`config.mk`:
```
export PLATFORM = sky130hd
export DESIGN_NAME = key_cmd_arbiter_flat
export DESIGN_NICKNAME = d
export VERILOG_FILES = /design/src/rtl/key_cmd_arbiter_if.sv /design/src/rtl/key_cmd_arbiter.sv /design/src/flat_wrapper.sv
export SDC_FILE = /design/constraint.sdc
export NUM_CORES = 1
export LEC_CHECK = 0
export ABC_AREA = 1
export CORE_AREA = 2 2 199 201
export DETAILED_ROUTE_END_ITERATION = 8
export DIE_AREA = 0 0 201 203
export PLACE_DENSITY = 0.3
export SYNTH_ARGS = -nofsm -noshare
export SYNTH_HDL_FRONTEND = slang
export SYNTH_SLANG_ARGS = --single-unit
```
`constraint.sdc`:
```
create_clock -name clk_i -period 1.1 [get_ports clk_i]
set_clock_uncertainty 0.05 [all_clocks]
set_input_delay 0.22 -clock clk_i [delete_from_list [all_inputs] [get_ports clk_i]]
set_output_delay 0.22 -clock clk_i [all_outputs]
set_load 0.005 [all_outputs]
```
`src/rtl/key_cmd_arbiter_if.sv`:
```
// rtl/key_cmd_arbiter_if.sv - key-state input and command output bundle for key_cmd_arbiter
interface key_cmd_arbiter_if;
  logic         play_en;
  logic [511:0] key_down;
  logic         cmd_valid;
  logic [2:0]   cmd;

  modport master (
    output play_en,
    output key_down,
    input  cmd_valid,
    input  cmd
  );

  modport slave (
    input  play_en,
    input  key_down,
    output cmd_valid,
    output cmd
  );
endinterface

```
`src/rtl/key_cmd_arbiter.sv`:
```
// rtl/key_cmd_arbiter.sv - key press/auto-repeat detection and priority command arbiter
// KEY_AUTOREPEAT_EN enables the horizontal and vertical hold-to-repeat channels.
module key_cmd_arbiter #(
  parameter int DAS_DELAY = 16_000_000,
  parameter int DAS_RATE  = 5_000_000,
  parameter int CNT_W     = 24
) (
  input  logic              clk_i,
  input  logic              rst_i,
  key_cmd_arbiter_if.slave  bus
);
  localparam logic [8:0] CODE_LEFT   = 9'h01C;
  localparam logic [8:0] CODE_RIGHT  = 9'h023;
  localparam logic [8:0] CODE_ROTATE = 9'h01D;
  localparam logic [8:0] CODE_DOWN   = 9'h01B;
  localparam logic [8:0] CODE_DROP   = 9'h029;

  if (CNT_W < 1 || DAS_DELAY < 1 || DAS_RATE < 1) begin : g_bad_cfg
  end

  // Bit index equals the command code: 0 LEFT, 1 RIGHT, 2 ROTATE, 3 DOWN, 4 DROP.
  logic [4:0] key_cur, kd_q, press, rep_ev;
  logic [4:0] pend_q, pend_d, cand, grant;
  logic       cmd_valid_q, cmd_valid_d;
  logic [2:0] cmd_q, cmd_d;
  logic       unused_keys;

  assign key_cur = {bus.key_down[CODE_DROP], bus.key_down[CODE_DOWN],
                    bus.key_down[CODE_ROTATE], bus.key_down[CODE_RIGHT],
                    bus.key_down[CODE_LEFT]};
  assign press = key_cur & ~kd_q & {5{bus.play_en}};
  assign unused_keys = ^bus.key_down;

`ifdef KEY_AUTOREPEAT_EN
  typedef enum logic [1:0] {R_IDLE, R_DELAY, R_REPEAT} rep_state_e;

  localparam logic [CNT_W-1:0] DELAY_LD = CNT_W'(DAS_DELAY - 1);
  localparam logic [CNT_W-1:0] RATE_LD  = CNT_W'(DAS_RATE - 1);

  rep_state_e       h_state_q, h_state_d, v_state_q, v_state_d;
  logic [CNT_W-1:0] h_cnt_q, h_cnt_d, v_cnt_q, v_cnt_d;
  logic             h_dir_q, h_dir_d, h_rep, v_rep;

  always_ff @(posedge clk_i) begin
    if (rst_i) begin
      h_state_q <= R_IDLE;
      v_state_q <= R_IDLE;
      h_cnt_q   <= '0;
      v_cnt_q   <= '0;
      h_dir_q   <= 1'b0;
    end else begin
      h_state_q <= h_state_d;
      v_state_q <= v_state_d;
      h_cnt_q   <= h_cnt_d;
      v_cnt_q   <= v_cnt_d;
      h_dir_q   <= h_dir_d;
    end
  end

  // A fresh LEFT/RIGHT press always takes over the channel; LEFT wins a same-cycle tie.
  always_comb begin
    h_state_d = h_state_q;
    h_cnt_d   = h_cnt_q;
    h_dir_d   = h_dir_q;
    h_rep     = 1'b0;
    if (!bus.play_en) begin
      h_state_d = R_IDLE;
    end else if (press[0] || press[1]) begin
      h_dir_d   = ~press[0];
      h_cnt_d   = DELAY_LD;
      h_state_d = R_DELAY;
    end else if (h_state_q != R_IDLE) begin
      if (!(h_dir_q ? key_cur[1] : key_cur[0])) begin
        h_state_d = R_IDLE;
      end else if (h_cnt_q == '0) begin
        h_rep     = 1'b1;
        h_cnt_d   = RATE_LD;
        h_state_d = R_REPEAT;
      end else begin
        h_cnt_d = h_cnt_q - 1'b1;
      end
    end
  end

  always_comb begin
    v_state_d = v_state_q;
    v_cnt_d   = v_cnt_q;
    v_rep     = 1'b0;
    if (!bus.play_en) begin
      v_state_d = R_IDLE;
    end else if (press[3]) begin
      v_cnt_d   = DELAY_LD;
      v_state_d = R_DELAY;
    end else if (v_state_q != R_IDLE) begin
      if (!key_cur[3]) begin
        v_state_d = R_IDLE;
      end else if (v_cnt_q == '0) begin
        v_rep     = 1'b1;
        v_cnt_d   = RATE_LD;
        v_state_d = R_REPEAT;
      end else begin
        v_cnt_d = v_cnt_q - 1'b1;
      end
    end
  end

  assign rep_ev = {1'b0, v_rep, 1'b0, h_rep & h_dir_q, h_rep & ~h_dir_q};
`else
  assign rep_ev = '0;
`endif

  // Priority DROP > ROTATE > LEFT > RIGHT > DOWN; losers stay in pend.
  always_comb begin
    cand        = pend_q | press | rep_ev;
    grant       = '0;
    cmd_d       = cmd_q;
    cmd_valid_d = |cand;
    if (cand[4]) begin
      grant = 5'b10000; cmd_d = 3'd4;
    end else if (cand[2]) begin
      grant = 5'b00100; cmd_d = 3'd2;
    end else if (cand[0]) begin
      grant = 5'b00001; cmd_d = 3'd0;
    end else if (cand[1]) begin
      grant = 5'b00010; cmd_d = 3'd1;
    end else if (cand[3]) begin
      grant = 5'b01000; cmd_d = 3'd3;
    end
    pend_d = cand & ~grant;
    if (!bus.play_en) begin
      cmd_valid_d = 1'b0;
      cmd_d       = cmd_q;
      pend_d      = '0;
    end
  end

  always_ff @(posedge clk_i) begin
    if (rst_i) begin
      kd_q        <= '0;
      pend_q      <= '0;
      cmd_valid_q <= 1'b0;
      cmd_q       <= 3'd0;
    end else begin
      kd_q        <= key_cur;
      pend_q      <= pend_d;
      cmd_valid_q <= cmd_valid_d;
      cmd_q       <= cmd_d;
    end
  end

  assign bus.cmd_valid = cmd_valid_q;
  assign bus.cmd       = cmd_q;
endmodule
```
`src/flat_wrapper.sv`:
```
// flat-port wrapper written by rule: the top's interface ports become plain ports
module key_cmd_arbiter_flat 
#(
  parameter int DAS_DELAY = 16_000_000,
  parameter int DAS_RATE  = 5_000_000,
  parameter int CNT_W     = 24
)
  (clk_i, rst_i, bus_play_en, bus_key_down, bus_cmd_valid, bus_cmd);
  key_cmd_arbiter_if bus_i ();
  input  logic clk_i;
  input  logic rst_i;
  input wire logic [$bits(bus_i.play_en)-1:0] bus_play_en;
  input wire logic [$bits(bus_i.key_down)-1:0] bus_key_down;
  output wire logic [$bits(bus_i.cmd_valid)-1:0] bus_cmd_valid;
  output wire logic [$bits(bus_i.cmd)-1:0] bus_cmd;
  assign bus_i.play_en = bus_play_en;
  assign bus_i.key_down = bus_key_down;
  assign bus_cmd_valid = bus_i.cmd_valid;
  assign bus_cmd = bus_i.cmd;
  key_cmd_arbiter #(.DAS_DELAY(DAS_DELAY), .DAS_RATE(DAS_RATE), .CNT_W(CNT_W)) u_core (.clk_i(clk_i), .rst_i(rst_i), .bus(bus_i));
endmodule
```
# Word level (Yosys, flattened, before mapping)
# Cells that the tools add are included.
dict set report op_classes {
  bitwise_logic 7
  n_reduce_logical 4
  muxes 10
}
# op count
set ops {}
lappend ops {{two-way mux 5 bit} 4}
lappend ops {{bitwise AND 5 bit} 3}
lappend ops {{two-way mux 3 bit} 5}
lappend ops {{NOT 5 bit} 2}
lappend ops {{bitwise OR 5 bit} 1}
lappend ops {{nonzero test 5 bit} 1}
lappend ops {{OR reduction 5 bit} 1}
lappend ops {{two-way mux 4 bit} 1}
lappend ops {{AND reduction 2 bit} 1}
lappend ops {{OR reduction 2 bit} 1}
lappend ops {{NOT 1 bit} 1}
dict set report word_totals {
  input_bits 515
  register_bits 14
  output_inout_bits 4
}

# Longest topological paths before layout
dict set report logic_depth {
  depth_word 11
  mapped_depth 9
  ltp_nobuf 9
}

# Worst setup path after synthesis
# Ideal clock, no wire load.
dict set report synth_timing {
  kind {input to register}
  from {in bus_play_en}
  to {reg u_core.cmd_q[1], in the netlist u_core.bus.cmd[1]}
  path_stages 9
  required_ns 0.936
  n_path_buf 1
  setup_time_ns 0.114
  path_slack_ns 0.036
  arrival_ns 0.900
  cell_sequence {buf_6 > nand3_2 > nand2_2 > nor2_4 > nand3_2 > nand2_2 > nand2_1 > nand2_1 > nor2_2}
}
dict set report synth_via {
  elab_chain_len 6
  word_cells_on_any_way 8
  classes_between {4 x mux; 2 x bitwise; 2 x reduce/logical}
}
# element line
set synth_lines {}
lappend synth_lines {{start, declared} flat_wrapper.sv:12} ;# input wire logic [$bits(bus_i.play_en)-1:0] bus_play_en;
lappend synth_lines {{bitwise AND 5 bit} key_cmd_arbiter.sv:31} ;# assign press = key_cur & ~kd_q & {5{bus.play_en}};
lappend synth_lines {{bitwise OR 5 bit} key_cmd_arbiter.sv:114} ;# cand = pend_q | press | rep_ev;
lappend synth_lines {{two-way mux 3 bit} key_cmd_arbiter.sv:124} ;# end else if (cand[1]) begin
lappend synth_lines {{two-way mux 3 bit} key_cmd_arbiter.sv:122} ;# end else if (cand[0]) begin
lappend synth_lines {{two-way mux 3 bit} key_cmd_arbiter.sv:120} ;# end else if (cand[2]) begin
lappend synth_lines {{two-way mux 3 bit} key_cmd_arbiter.sv:118} ;# if (cand[4]) begin
lappend synth_lines {{end signal, assigned} key_cmd_arbiter.sv:147} ;# cmd_q <= cmd_d;
lappend synth_lines {{end, declared} key_cmd_arbiter.sv:25} ;# logic [2:0] cmd_q, cmd_d;
# Parallel ways exist; a longest one is shown, timed or not.
# A chain may end at the register's enable or synchronous reset.

# Worst setup path after layout
dict set report layout_timing {
  from {reg u_core.kd_q[0]}
  to {reg u_core.cmd_q[1], in the netlist u_core.bus.cmd[1]}
}
dict set report layout_via {
  elab_chain_len 7
  word_cells_on_any_way 9
  classes_between {3 x mux; 4 x bitwise; 2 x reduce/logical}
}
# element line
set layout_lines {}
lappend layout_lines {{start, declared} key_cmd_arbiter.sv:22} ;# logic [4:0] key_cur, kd_q, press, rep_ev;
lappend layout_lines {{start signal, assigned} key_cmd_arbiter.sv:144} ;# kd_q <= key_cur;
lappend layout_lines {{NOT 5 bit *} key_cmd_arbiter.sv:31}
lappend layout_lines {{bitwise AND 5 bit * (2 in series)} key_cmd_arbiter.sv:31}
lappend layout_lines {{bitwise OR 5 bit *} key_cmd_arbiter.sv:114}
lappend layout_lines {{two-way mux 3 bit} key_cmd_arbiter.sv:122}
lappend layout_lines {{two-way mux 3 bit} key_cmd_arbiter.sv:120}
lappend layout_lines {{two-way mux 3 bit} key_cmd_arbiter.sv:118}
# Mark *: on every way between the ends. The rest lies on a longest branch, timed or not.

==> results.toml <==
[layout]
mostFrequentLayoutCell = "inv_1"
drive_above_1_share = 0.465
post-route-util = 0.0398
finalNonFillerCells = 618
final_area_sq_um = 1530
area_growth_pct = 164
final_cell_mix = "inv_1 (13), buf_4 (11), nor2_1 (9), nand2_1 (9), dfxtp_1 (9)"
nNetsFinal = 615

[floorplanning]
dieArea_sq_um = 40800
rows = 72
die_x_um = 201
core_area_sq_um = 38500
fp.dieH_um = 203
pin_count = 519
start_util = 0.0151

[global_routing]
grt_max_degree = 8
antenna_found_initial = 0
gr-total-overflow = 0
grt_usage = 0.0121
grt_pass1_wl_um = 3020
grt_pass1_vias = 472

[synthesis]
synth.distinct_cells = 16
synth_cells = 73
ys_seq_area_frac = 0.449
synth-seq-cells = 13
syn_nets = 588
syn_area_sq_um = 579
syn_area_per_cell_sq_um = 7.94
yosys_warnings = 0

[timing]
slew_headroom = 0.889
fin_crit_sh = 0.997
tightest_slew_ns = 0.165
rsz0062_at_grt = "true"
setup_viol = 0
whs_ns = 0.295
min_period_ns = 1.10
max_freq_ghz = 0.912
hold_viol_final = 0
maxSlewViolCount = 0

[power]
switching_share = 0.234
power.density_nw_per_um2 = 935
switchingPower_mw = 0.336
pwr-share-clk = 0.479
pwr-share-comb = 0.160
ir_worst_vdd_v = 0.000707
internal-power_mw = 1.10
p_seq_frac = 0.360
power_leakage_nw = 0.461

[clocking]
cts.sinks = 13
numCtsBuffers = 3
hold_buffers = 0
cts_tree = "yes"
cts_root_buffer = "clkbuf_16"
cts.clk_slew.worst_paths_ns = 0.05
htree_levels = 1
cts_buffer_depth = 2
insertion_delay_ns = 0.24

[drt]
drtIter0Drc = 14
drt_wl_total_um = 2050
routedWlPerCell_um = 3.32
via_per_inst = 0.772
postRouteAntennaNets = 0
first_pass_iters = 2
routed-via-count = 477
drc = 0

[critical_path]
crit_type = "reg2reg"
cp.arrival_ns = 1.18
crit_chain = "inv_2 -> nand3_4 -> nand2_4 -> nor2_4 -> nand3_4 -> nand2_4 -> nand2_1 -> nand2_1 -> nor2_2"
critPathTopFamily = "simple AND/OR/NAND/NOR gates"
endpoint_kind = "flop"
start_kind = "flop"
crit_fanout = 4
crit_required_ns = 1.18
slowest_delay_ns = 0.31
crit_buf_inv = 1
crit_path_top_delay_cell = "dfxtp_1"

[placed_design]
place_inst = 612
dpl_cell_area_sq_um = 1410
place_hpwl_um = 1800
io_buffers = 11
gp_congestion = 0.608

[job]
maxCapViolations = 0

[status]
outcome = "completed"

[min_path]
hold_path.class = "in2reg"
[power groups by stage]
stage	clock network [mW]	logic, mW	registers (mW)
after CTS	0.716	0.212	0.518
final	0.686	0.230	0.515
after floorplan	0	0.102	0.519
after global routing	0.747	0.259	0.522
after global placement	0	0.226	0.528
after detailed placement	0	0.224	0.528
[Yosys cell counts, drive strengths merged]
master	n	share of area
nand3	7	0.086
dfxtp	13	0.45
inv	19	0.12
nand3b	1	0.013
buf	1	0.019
a211oi	1	0.013
nand2	15	0.13
nor2	15	0.16
nor3	1	0.0086
[layout make-up]
type,instances,area [sq um]
Fill cell,4591,36900
Tap cell,518,648
Multi-Input combinational cell,40,277
Sequential cell,13,270
Timing Repair Buffer,23,180
Clock buffer,4,78.8
Inverter,19,73.8
Antenna cell,1,2.50
[logic make-up after synthesis]
family | count (synthesis) | synth area share
buffers and inverters | 20 | 0.143
AO/OA/AOI/OAI | 1 | 0.0130
AND/OR/NAND/NOR | 39 | 0.395
flip-flops | 13 | 0.449
[through the flow]
step / TNS (ns) / setup WS (ns) / power, mW
after CTS: -0.0951 / -0.0481 / 1.45
after detailed placement: -4.12 / -0.552 / 0.752
after global routing: -0.176 / -0.0679 / 1.53
after floorplan: 0 / 0.0359 / 0.621
final: 0 / 0.00335 / 1.43
after global placement: -4.26 / -0.587 / 0.755
[flip-flops by register name (all words and copies together) (netlist names)]
register,cells
u_core.bus.cmd,3
u_core.bus.cmd_valid,1
u_core.kd_q,5
u_core.pend_q,4
[routing by layer]
| metal | wire [um] | track usage | up-vias |
|---|---|---|---|
| li1 | - | - | 263 |
| met1 | 1070 | 0.0149 | 199 |
| met2 | 750 | 0.0137 | 13 |
| met3 | 134 | 0.00770 | 2 |
| met4 | 94 | 0.0111 | 0 |
| met5 | 0 | 0 | - |
[what timing repair did]
action | CTS | global route
pin swaps | 5 | 7
endpoints found under the setup margin | 12 | 4
resized for setup | 30 | 14
buffers inserted | 1 | 0
[final timing paths]
| kind | from | cells after the start | end | slack, ns |
|---|---|---|---|---|
| max | u_core.kd_q[0]$_SDFF_PP0_ | 9 | u_core.bus.cmd[1]$_SDFFE_PP0P_ | 0.003 |
| min | bus_key_down[35] | 3 | u_core.kd_q[1]$_SDFF_PP0_ | 0.30 |
| max reg2reg | u_core.kd_q[0]$_SDFF_PP0_ | 9 | u_core.bus.cmd[1]$_SDFFE_PP0P_ | 0.003 |
| min reg2reg | u_core.bus.cmd[1]$_SDFFE_PP0P_ | 4 | u_core.bus.cmd[1]$_SDFFE_PP0P_ | 0.47 |
[tightest hold or removal path, stage by stage]
cell and delay (ns):
clkdlybuf4s15_2 0.23, inv_1 0.06, nor2_1 0.03
No activity file was read; power rests on OpenSTA's default activity.
